===== src/rtl/dec_pkg.sv =====
// Shared definitions for the BCD-to-one-hot decoder slice.
//   BCD_W   : width of a BCD digit
//   OH_W    : width of the one-hot result (one bit per decimal digit)
//   state_e : decoder control state (RUN accepts digits, HALT blocks input)
package dec_pkg;
  localparam int BCD_W = 4;
  localparam int OH_W  = 10;

  typedef enum logic {
    RUN  = 1'b0,
    HALT = 1'b1
  } state_e;
endpackage


===== src/rtl/bcd_onehot_lut.sv =====
// Combinational BCD digit to one-hot mapping.
//   bcd     : input digit, 0-9 valid, 10-15 invalid
//   onehot  : bit n set for digit n, all zero for an invalid code
//   invalid : high when bcd is outside 0-9
module bcd_onehot_lut
  import dec_pkg::*;
(
  input  logic [BCD_W-1:0] bcd,
  output logic [OH_W-1:0]  onehot,
  output logic             invalid
);

  always_comb begin
    onehot  = '0;
    invalid = 1'b0;
    case (bcd)
      4'd0:    onehot = 10'b0000000001;
      4'd1:    onehot = 10'b0000000010;
      4'd2:    onehot = 10'b0000000100;
      4'd3:    onehot = 10'b0000001000;
      4'd4:    onehot = 10'b0000010000;
      4'd5:    onehot = 10'b0000100000;
      4'd6:    onehot = 10'b0001000000;
      4'd7:    onehot = 10'b0010000000;
      4'd8:    onehot = 10'b0100000000;
      4'd9:    onehot = 10'b1000000000;
      default: invalid = 1'b1;
    endcase
  end

endmodule


===== src/rtl/bcd_to_onehot_decoder.sv =====
// BCD digit to one-hot decoder with valid/ready handshakes, a RUN/HALT
// control FSM and a saturating invalid-code counter.
//   clk, rst              : clock, asynchronous active-high reset
//   in_valid/in_ready     : input handshake, in_bcd is the digit
//   out_valid/out_ready   : output handshake, out_onehot/out_err the result
//   err_clr               : clears err_count and returns HALT to RUN
//   err_count             : saturating count of accepted invalid codes
//   halted                : FSM is in HALT
module bcd_to_onehot_decoder
  import dec_pkg::*;
#(
  parameter int ERR_CNT_W   = 8,
  parameter bit HALT_ON_ERR = 1'b1
) (
  input  logic                 clk,
  input  logic                 rst,
  input  logic                 in_valid,
  output logic                 in_ready,
  input  logic [BCD_W-1:0]     in_bcd,
  output logic                 out_valid,
  input  logic                 out_ready,
  output logic [OH_W-1:0]      out_onehot,
  output logic                 out_err,
  input  logic                 err_clr,
  output logic [ERR_CNT_W-1:0] err_count,
  output logic                 halted
);

  // Count up by one but stick at all-ones instead of wrapping.
  function automatic logic [ERR_CNT_W-1:0] sat_inc(input logic [ERR_CNT_W-1:0] cnt);
    return (&cnt) ? cnt : cnt + 1'b1;
  endfunction

  state_e                 state;
  logic                   vld_p1;
  logic [OH_W-1:0]        onehot_p1;
  logic                   err_p1;
  logic [ERR_CNT_W-1:0]   err_cnt_q;

  logic [OH_W-1:0]        onehot_p0;
  logic                   invalid_p0;
  logic                   accept;

  // Stage p0: combinational decode of the presented digit
  bcd_onehot_lut u_lut (
    .bcd     (in_bcd),
    .onehot  (onehot_p0),
    .invalid (invalid_p0)
  );

  // The output register may be refilled in the same cycle it is drained.
  assign in_ready = (state == RUN) && (!vld_p1 || out_ready);
  assign accept   = in_valid && in_ready;

  // Stage p1: registered result, FSM and error counter
  always_ff @(posedge clk or posedge rst) begin
    if (rst) begin
      state     <= RUN;
      vld_p1    <= 1'b0;
      onehot_p1 <= '0;
      err_p1    <= 1'b0;
      err_cnt_q <= '0;
    end else begin
      if (accept) begin
        vld_p1    <= 1'b1;
        onehot_p1 <= onehot_p0;
        err_p1    <= invalid_p0;
      end else if (out_ready) begin
        vld_p1    <= 1'b0;
      end

      // err_clr outranks a simultaneous invalid code for both state and count.
      if (err_clr) begin
        state     <= RUN;
        err_cnt_q <= '0;
      end else if (accept && invalid_p0) begin
        err_cnt_q <= sat_inc(err_cnt_q);
        if (HALT_ON_ERR) state <= HALT;
      end
    end
  end

  assign out_valid  = vld_p1;
  assign out_onehot = onehot_p1;
  assign out_err    = err_p1;
  assign err_count  = err_cnt_q;
  assign halted     = (state == HALT);

endmodule

===== config.mk =====
export PLATFORM = sky130hd
export DESIGN_NAME = bcd_to_onehot_decoder
export DESIGN_NICKNAME = d
export VERILOG_FILES = /design/src/rtl/dec_pkg.sv /design/src/rtl/bcd_onehot_lut.sv /design/src/rtl/bcd_to_onehot_decoder.sv
export SDC_FILE = /design/constraint.sdc
export NUM_CORES = 1
export LEC_CHECK = 0
export CAP_MARGIN = 20
export CORE_UTILIZATION = 49
export DETAILED_ROUTE_END_ITERATION = 6
export GPL_TIMING_DRIVEN = 0
export PLACE_DENSITY = 0.83
export SETUP_SLACK_MARGIN = 0.3
export SLEW_MARGIN = 20
export SYNTH_ARGS = -nofsm -noshare
export SYNTH_HDL_FRONTEND = slang
export SYNTH_SLANG_ARGS = --single-unit

===== constraint.sdc =====
create_clock -name clk -period 3.7 [get_ports clk]
set_input_delay 0.74 -clock clk [delete_from_list [all_inputs] [get_ports clk]]
set_output_delay 0.74 -clock clk [all_outputs]
set_load 0.01 [all_outputs]

==> results.py <==
metrics = {
    "critical_path": {
        "crit_chain": "clkdlybuf4s50_1 -> nor2b_1 -> nor2_1 -> clkdlybuf4s50_1",
        "crit_required_ns": 2.96,
        "critical_path_arrival_ns": 1.95,
        "start_kind": "input port",
        "critPathMostFrequentCell": "clkdlybuf4s50_1",
        "critPathMaxFanout": 3,
        "critPathMaxStageDelay_ns": 0.54,
        "endpoint_kind": "output pin",
        "worst_path_max_delay_cell": "clkdlybuf4s50_1",
        "path_class": "input port to output pin",
    },
    "power": {
        "vdd_drop_max_mv": 0.297,
        "p_per_area_nw_per_um2": 323,
        "leakage_nw": 0.540,
    },
    "placed_design": {
        "finalWeightedCongestion": 0.821,
        "post-place-ws_ns": 1.02,
        "place_hpwl_um": 1710,
        "port_buffers": 29,
        "dp.cells": 160,
    },
    "global_routing": {
        "grt_pass1_wl_um": 3680,
        "grt_antenna_before_repair": 0,
        "grt_pass1_vias": 852,
        "grt_max_degree": 22,
        "grt_use_total_pct": 24.1,
        "grt_overflow_total": 0,
    },
    "synthesis": {
        "syn_area_per_cell_um2": 9.70,
        "synth_most_common_cell": "dfrtp_1",
        "yosysTopAreaCell": "dfrtp_1",
        "ys.flop_type": "dfrtp_1",
        "syn_area_um2": 1010,
        "yosys-top-cells-count": "dfrtp_1, nand2_1, o31ai_1",
        "ys_seq_area_share_pct": 52.1,
        "ys_ff_latch": 21,
        "synth_cell_types": 30,
        "async_flop_share_pct": 100,
        "syn_inst": 104,
        "yosysWarnings": 0,
        "synth_edf_count": 0,
        "synthTopCellsByArea": "dfrtp_1, nand2_1, o31ai_1",
        "synth_top_area_share_pct": 52.1,
        "synth_fp_nets": 114,
    },
    "cts": {
        "hold_buffers": 0,
        "cts.clk_slew.worst_paths_ns": 0.11,
        "cts_tree": "done",
        "htree_levels": 1,
        "ctsResizeCount": 0,
        "clkLatencyLatePin_ns": 0.32,
        "cts_inserted_buffers": 3,
        "cts_root_buffer": "clkbuf_4",
        "cts_num_sinks": 21,
        "post_cts_buffers": 0,
        "clock_path_buffers": 2,
    },
    "run": {
        "maxCapViolCount": 0,
    },
    "sta": {
        "final-setup-viol-count": 0,
        "setup_ws_ns": 1.01,
        "tightest_slew_ns": 0.796,
        "slew_headroom_pct": 46.9,
        "clock_skew_ns": 0.0119,
        "rsz0062_at_grt": "no",
        "finalHoldViolCount": 0,
        "maxSlewViolCount": 0,
        "min_period_ns": 2.69,
        "period_share_pct": 72.8,
        "fin_setup_tns_ns": 0,
        "fmax_mhz": 371,
    },
    "drt": {
        "drt-wirelength-per-cell_um": 14.2,
        "wirelength_um": 2330,
        "drc": 0,
        "avgViaCountPerCell": 5.70,
        "dr.first_iter.drc_count": 21,
        "route.vias.total": 934,
        "dr.pass1.iters": 4,
        "antenna_left": 0,
    },
    "finish": {
        "fillers": 183,
        "syn2layout_area_growth_pct": 34.9,
        "antenna_cells": 0,
        "drive_above_1_share_pct": 6.57,
        "fin_cells": 164,
        "regArea_um2": 526,
        "fin_util_pct": 70.0,
        "final_nets": 148,
        "multi_input_area_um2": 450,
    },
    "die": {
        "start_util_pct": 51.9,
        "die_h_um": 47.4,
        "dieArea_um2": 2240,
        "core_area_um2": 1940,
        "rows": 16,
        "die_w_um": 47.4,
        "pin_count": 31,
    },
    "hold_path": {
        "hold_path.class": "register to register",
    },
    "outcome": {
        "status": "completed",
    },
}
[flip-flops by register name, indices dropped and copies added (netlist names)]
register and flops:
err_count 8, halted 1, out_err 1, out_onehot 10, out_valid 1
[cell type report]
cell class                 count  area share [%]
sequential                    21            38.6
multi-input combinational     75            33.1
inverter                       3           0.828
clock inverter                 1           0.368
tap                           27            2.48
timing repair buffer          29            21.3
buffer                         5            1.56
clock buffer                   3            1.66
[routing by layer]
metal | routed length [um] | vias to the layer above | GRT usage (%)
met1 | 973 | 445 | 28.3
met3 | 109 | 5 | 3.46
met4 | 48 | 0 | 12.0
li1 | - | 445 | -
met2 | 1200 | 39 | 42.5
met5 | 0 | - | 0
[where the power goes]
| part | internal (W) | switching [W] | total, W |
|---|---|---|---|
| logic | 0.0000365 | 0.0000396 | 0.0000761 |
| clock network | 0.0000406 | 0.0000764 | 0.000117 |
| registers | 0.000240 | 0.00000698 | 0.000247 |
[critical path, delay by kind of cell]
family | cells | cell delay (ns)
buffers and inverters | 2 | 1.03
AND/OR/NAND/NOR | 2 | 0.18
[cells by family after synthesis]
logic type / after synthesis / share of synthesized area, %
flops: 21 / 52.1
mux: 1 / 1.12
fa+ha+maj: 1 / 1.24
buf+inv: 8 / 3.22
simple gates: 49 / 26.3
compound gates: 24 / 16.0
[metrics by stage]
step | hold slack, ns | power, W | instance area [um^2]
3_3_place_gp | 0.462 | 0.000325 | 1330
3_5_place_dp | 0.465 | 0.000327 | 1330
4_1_cts | 0.499 | 0.000442 | 1360
2_1_floorplan | 0.511 | 0.000284 | 1010
5_1_grt | 0.541 | 0.000462 | 1360
6_report | 0.496 | 0.000440 | 1360
[placed cells by master, fill, tap and decap left out, drive strengths merged]
cell type      Yosys  layout
and4               2       2
nand3              5       5
nor2               2       2
or3                5       5
ha                 1       1
dfrtp             21      21
nor3               4       4
nor2b              2       2
clkinv             0       1
a41oi              1       1
clkbuf             3       6
nand2b             5       5
clkdlybuf4s50      0      29
or4                2       2
mux2               1       1
nand3b             1       1
buf                2       2
inv                3       3
nand2             18      18
o41ai              5       5
a31oi              1       1
a21oi              6       6
nor4               1       1
or2b               1       1
nor4b              1       1
o21ai              4       4
o31ai              7       7
[path summary, 6_finish.rpt]
path	start	to	slack (ns)	cells past startpoint
max	out_ready	in_ready	1.01	4
min	out_onehot[8]	out_onehot[8]	0.50	2
max reg2reg	err_count[0]	err_count[5]	1.58	6
min reg2reg	out_onehot[8]	out_onehot[8]	0.50	2
max in group asynchronous	rst	out_onehot[8]	2.35	2
min in group asynchronous	rst	err_count[3]	0.85	2
Note: power is estimated with default switching activity, not from simulation.
